==> config.mk <==
export PLATFORM = sky130hd
export DESIGN_NAME = bw_io_dtl_bscan_ctl
export DESIGN_NICKNAME = d
export VERILOG_FILES = /design/src/rtl/bw_io_dtl_pkg.sv /design/src/rtl/bw_io_dtl_sync2.sv /design/src/rtl/bw_io_dtl_bscan_ctl.sv
export SDC_FILE = /design/constraint.sdc
export NUM_CORES = 1
export LEC_CHECK = 0
export ABC_AREA = 0
export CAP_MARGIN = 40
export CORE_MARGIN = 5
export CORE_UTILIZATION = 30
export CTS_CLUSTER_SIZE = 28
export DETAILED_ROUTE_END_ITERATION = 8
export PLACE_DENSITY = 0.6
export RECOVER_POWER = 50
export SYNTH_ARGS = -nofsm -noshare
export SYNTH_HDL_FRONTEND = slang
export SYNTH_SLANG_ARGS = --single-unit
==> constraint.sdc <==
create_clock -name clk -period 1.8 [get_ports clk]
set_clock_uncertainty 0.2 [all_clocks]
set_input_delay 0.45 -clock clk [delete_from_list [all_inputs] [get_ports clk]]
set_output_delay 0.45 -clock clk [all_outputs]
set_load 0.02 [all_outputs]
==> src/rtl/bw_io_dtl_pkg.sv <==
// Shared types and constants for the DTL receiver boundary-scan control slice.
// PARITY state exists only when BW_IO_DTL_BSCAN_PARITY_EN is defined.
package bw_io_dtl_pkg;

  localparam int unsigned SYNC_STAGES = 2;

  typedef enum logic [2:0] {
    IDLE,
    CAPTURE,
    SHIFT,
`ifdef BW_IO_DTL_BSCAN_PARITY_EN
    PARITY,
`endif
    DONE
  } bscan_state_e;

endpackage

==> src/rtl/bw_io_dtl_sync2.sv <==
// WIDTH-wide multi-flop synchronizer (depth SYNC_STAGES) with synchronous
// active-high clear.
module bw_io_dtl_sync2
  import bw_io_dtl_pkg::*;
#(
  parameter int unsigned WIDTH = 16
) (
  input  logic             clk_i,
  input  logic             clr_i,
  input  logic [WIDTH-1:0] d_i,
  output logic [WIDTH-1:0] q_o
);

  logic [WIDTH-1:0] stage_q [SYNC_STAGES];

  always_ff @(posedge clk_i) begin
    if (clr_i) begin
      for (int unsigned i = 0; i < SYNC_STAGES; i++) stage_q[i] <= '0;
    end else begin
      stage_q[0] <= d_i;
      for (int unsigned i = 1; i < SYNC_STAGES; i++) stage_q[i] <= stage_q[i-1];
    end
  end

  assign q_o = stage_q[SYNC_STAGES-1];

endmodule

==> src/rtl/bw_io_dtl_bscan_ctl.sv <==
// Boundary-scan capture-and-shift controller for DTL receiver outputs.
// Optional trailing even-parity bit when BW_IO_DTL_BSCAN_PARITY_EN is defined.
module bw_io_dtl_bscan_ctl
  import bw_io_dtl_pkg::*;
#(
  parameter int unsigned NUM_RCV = 16
) (
  input  logic               clk,
  input  logic               rst,
  input  logic [NUM_RCV-1:0] rcv_so,
  input  logic               bs_start,
  input  logic               bs_sdi,
  output logic               bs_busy,
  output logic               bs_sdo,
  output logic               bs_sdo_vld,
  output logic               bs_done,
  output logic [NUM_RCV-1:0] cap_data
);

  localparam int unsigned CW = $clog2(NUM_RCV);

  bscan_state_e     state_q, state_d;
  logic [CW-1:0]    cnt_q, cnt_d;
  logic [NUM_RCV-1:0] shreg_q, shreg_d;
  logic [NUM_RCV-1:0] cap_q, cap_d;
  logic [NUM_RCV-1:0] rcv_sync;
  logic busy_q, busy_d;
  logic sdo_q, sdo_d;
  logic vld_q, vld_d;
  logic done_q, done_d;

  bw_io_dtl_sync2 #(.WIDTH(NUM_RCV)) u_sync (
    .clk_i (clk),
    .clr_i (rst),
    .d_i   (rcv_so),
    .q_o   (rcv_sync)
  );

  always_comb begin
    state_d = state_q;
    cnt_d   = cnt_q;
    shreg_d = shreg_q;
    cap_d   = cap_q;
    case (state_q)
      IDLE:    if (bs_start) state_d = CAPTURE;
      CAPTURE: begin
        state_d = SHIFT;
        shreg_d = rcv_sync;
        cap_d   = rcv_sync;
        cnt_d   = '0;
      end
      SHIFT: begin
        shreg_d = {bs_sdi, shreg_q[NUM_RCV-1:1]};
        if (cnt_q == CW'(NUM_RCV - 1)) begin
`ifdef BW_IO_DTL_BSCAN_PARITY_EN
          state_d = PARITY;
`else
          state_d = DONE;
`endif
        end else begin
          cnt_d = cnt_q + CW'(1);
        end
      end
`ifdef BW_IO_DTL_BSCAN_PARITY_EN
      PARITY:  state_d = DONE;
`endif
      DONE:    state_d = IDLE;
      default: state_d = IDLE;
    endcase

    // Outputs are registered from next-state values so they line up with the state.
    busy_d = (state_d != IDLE);
    done_d = (state_d == DONE);
    sdo_d  = 1'b0;
    vld_d  = 1'b0;
    if (state_d == SHIFT) begin
      sdo_d = shreg_d[0];
      vld_d = 1'b1;
    end
`ifdef BW_IO_DTL_BSCAN_PARITY_EN
    if (state_d == PARITY) begin
      sdo_d = ^cap_d;
      vld_d = 1'b1;
    end
`endif
  end

  always_ff @(posedge clk) begin
    if (rst) begin
      state_q <= IDLE;
      cnt_q   <= '0;
      shreg_q <= '0;
      cap_q   <= '0;
      busy_q  <= 1'b0;
      sdo_q   <= 1'b0;
      vld_q   <= 1'b0;
      done_q  <= 1'b0;
    end else begin
      state_q <= state_d;
      cnt_q   <= cnt_d;
      shreg_q <= shreg_d;
      cap_q   <= cap_d;
      busy_q  <= busy_d;
      sdo_q   <= sdo_d;
      vld_q   <= vld_d;
      done_q  <= done_d;
    end
  end

  assign bs_busy    = busy_q;
  assign bs_sdo     = sdo_q;
  assign bs_sdo_vld = vld_q;
  assign bs_done    = done_q;
  assign cap_data   = cap_q;

endmodule

==> metrics <==
Power Density=1010 mW/mm^2; Die ar.=0.0104 mm^2; flops & latches, synth=75; fill count=838; DRT antenna net count=0; delay-heaviest family, CP=buffers and inverters; Final min period=1.66 ns; later-pin clock latency in the skew report=0.33 ns; final HPWL from detailed placement=3200 um; Final WS setup=0.142 ns; WP data arrival=1.01 ns; Die Span Y=102 um; pin count of the biggest net entering global routing=47; Routed WL=4660 um; n_diodes=0; WP data required=1.15 ns; Crit Path Class=reg2out; Rows=33; drc violations=0; final setup vio count=0; Max Fclk=0.603 GHz; critical path startpoint category=flop; CTS tree=done; Root Buffer=clkbuf_8; Placeable Area=0.00822 mm^2; CTS sink cnt=75; most common cell after layout, fill and taps aside=dfxtp_1; max_slew headroom=0.393; crit-path max cell delay=0.34 ns; Final Hold Vio Count=0; Port Buffers=39; cell-by-cell trace of the critical path=dlygate4sd2_1; first-pass GRT wire length=8070 um; worst hold-check path type=reg2reg; post-synthesis instance total=257; 1st-iter DRT viols=62; Lkg Pwr=1.22 nW; placed inst area=0.00305 mm^2; Slew Viols, Final=0; Final Cell Area=0.00322 mm^2; IO Pins=40; Mapped Area=0.00253 mm^2; share of layout cells above drive strength 1=0.123; P&R area growth vs syn=27.3%; CP bufs+invs=1; WL/cell=11.2 um; global route overflow=0; cts bufs inserted=9; clock-pin slew on the worst setup and hold paths=0.07 ns; Global Route Usage Sum=0.101; H-tree depth reported by CTS=3; Peak VDD IR=0.482 mV; Synth cell types=33; Slew @ Worst Pin=0.911 ns; critical-path maximum fanout=2; Final Wtd Congestion=0.711; RSZ-0062 raised after global routing=false; nets=326; DIE WIDTH=102 um; max_cap viols=0; CP endpoint kind=output pin; Seq/Total Area, Yosys=0.594; sum of negative setup slack=0 ns; commonest non-fill, non-tap cells in the layout=dfxtp_1, nand2_1, nor2b_1; Post-CTS Setup Bufs=0; Initial Util=0.308; period utilisation layout=0.921; pre-CTS WS=0.185 ns; vias per cell=4.30; drt pass-1 iters=4; Syn Area/Cell=9.83 um^2; Slowest cell on crit path=dlygate4sd2_1; clock buffer depth=2; Ys Warns=0; WHS=0.239 ns; initial antenna violation count=0; status=finished, final reports clean; Tot Pwr=3.24 mW; number of global-route vias before repair=1,793; Vias=1,783; post-synth net total=278
-- routing by layer --
| layer | vias to the layer above | wire length, um | track usage |
|---|---|---|---|
| met4 | 0 | 54 | 0.0613 |
| met2 | 37 | 2030 | 0.151 |
| li1 | 943 | - | - |
| met3 | 7 | 250 | 0.0289 |
| met5 | - | 0 | 0 |
| met1 | 796 | 2320 | 0.129 |
-- flip-flops by register name (all words and copies together) (netlist names) --
| register | cells |
|---|---|
| bs_busy | 1 |
| bs_done | 1 |
| bs_sdo_vld | 1 |
| cap_data | 16 |
| shreg_q | 16 |
| bs_sdo | 1 |
| state_q | 3 |
| cnt_q | 4 |
| u_sync.stage_q | 32 |
-- kinds of logic after synthesis --
kind of cell / count (synthesis) / synth area share
AO/OA/AOI/OAI: 43 / 0.100
adder cells (fa/ha/maj): 1 / 0.00495
buffers and inverters: 16 / 0.0396
flip-flops: 75 / 0.594
multiplexers: 2 / 0.00792
other: 1 / 0.00148
AND/OR/NAND/NOR: 119 / 0.252
-- timing repair --
item | 4_1_cts | 5_1_grt
setup endpoints to repair | 20 | 0
gates resized for setup | 20 | 0
hold buffers | 0 | 0
-- cell type report --
type | count | area, um^2 | share of cell area
Sequential cell | 75 | 1500 | 0.467
Multi-Input combinational cell | 166 | 923 | 0.287
Timing Repair Buffer | 51 | 437 | 0.136
Tap cell | 105 | 131 | 0.0408
Clock buffer | 10 | 128 | 0.0397
Clock inverter | 6 | 90.1 | 0.0280
Inverter | 2 | 7.51 | 0.00233
-- stage by stage --
| stage | utilization | cells |
|---|---|---|
| 6_report | 0.392 | 415 |
| 5_1_grt | 0.392 | 415 |
| 4_1_cts | 0.395 | 415 |
| 3_5_place_dp | 0.372 | 399 |
| 3_3_place_gp | 0.372 | 399 |
| 2_1_floorplan | - | 257 |
-- power breakdown --
part           switching (mW)  internal (mW)
sequential             0.0167           1.70
combinational          0.0693         0.0774
clock                   0.595          0.783
total                   0.681           2.56
-- worst paths after layout --
path | start | to | slack (ns) | cells past startpoint
max | cap_data[8] | cap_data[8] | 0.14 | 1
min | u_sync.stage_q[0][11] | u_sync.stage_q[0][27] | 0.24 | 1
max reg2reg | state_q[1] | cnt_q[2] | 0.17 | 4
min reg2reg | u_sync.stage_q[0][11] | u_sync.stage_q[0][27] | 0.24 | 1
-- synthesized netlist by cell type, drive strengths merged --
cell type   n  share of area
a211oi      1         0.0030
a21oi      20          0.040
a31oi      16          0.040
a32oi       1         0.0035
and3        1         0.0025
and4b       1         0.0040
buf         7          0.026
clkbuf      7          0.010
conb        1         0.0015
dfxtp      75           0.59
ha          1         0.0049
inv         2         0.0030
mux2i       2         0.0079
nand2      64           0.10
nand2b      2         0.0079
nand3       2         0.0040
nand3b      2         0.0059
nor2        6          0.012
nor2b      33          0.082
nor3        3         0.0059
nor3b       2          0.015
nor4        1         0.0049
o211ai      1         0.0030
o21a        2         0.0059
o21ai       1         0.0020
o221ai      1         0.0035
or2         1         0.0025
or4         1         0.0030
(Power assumes the default switching activity.)
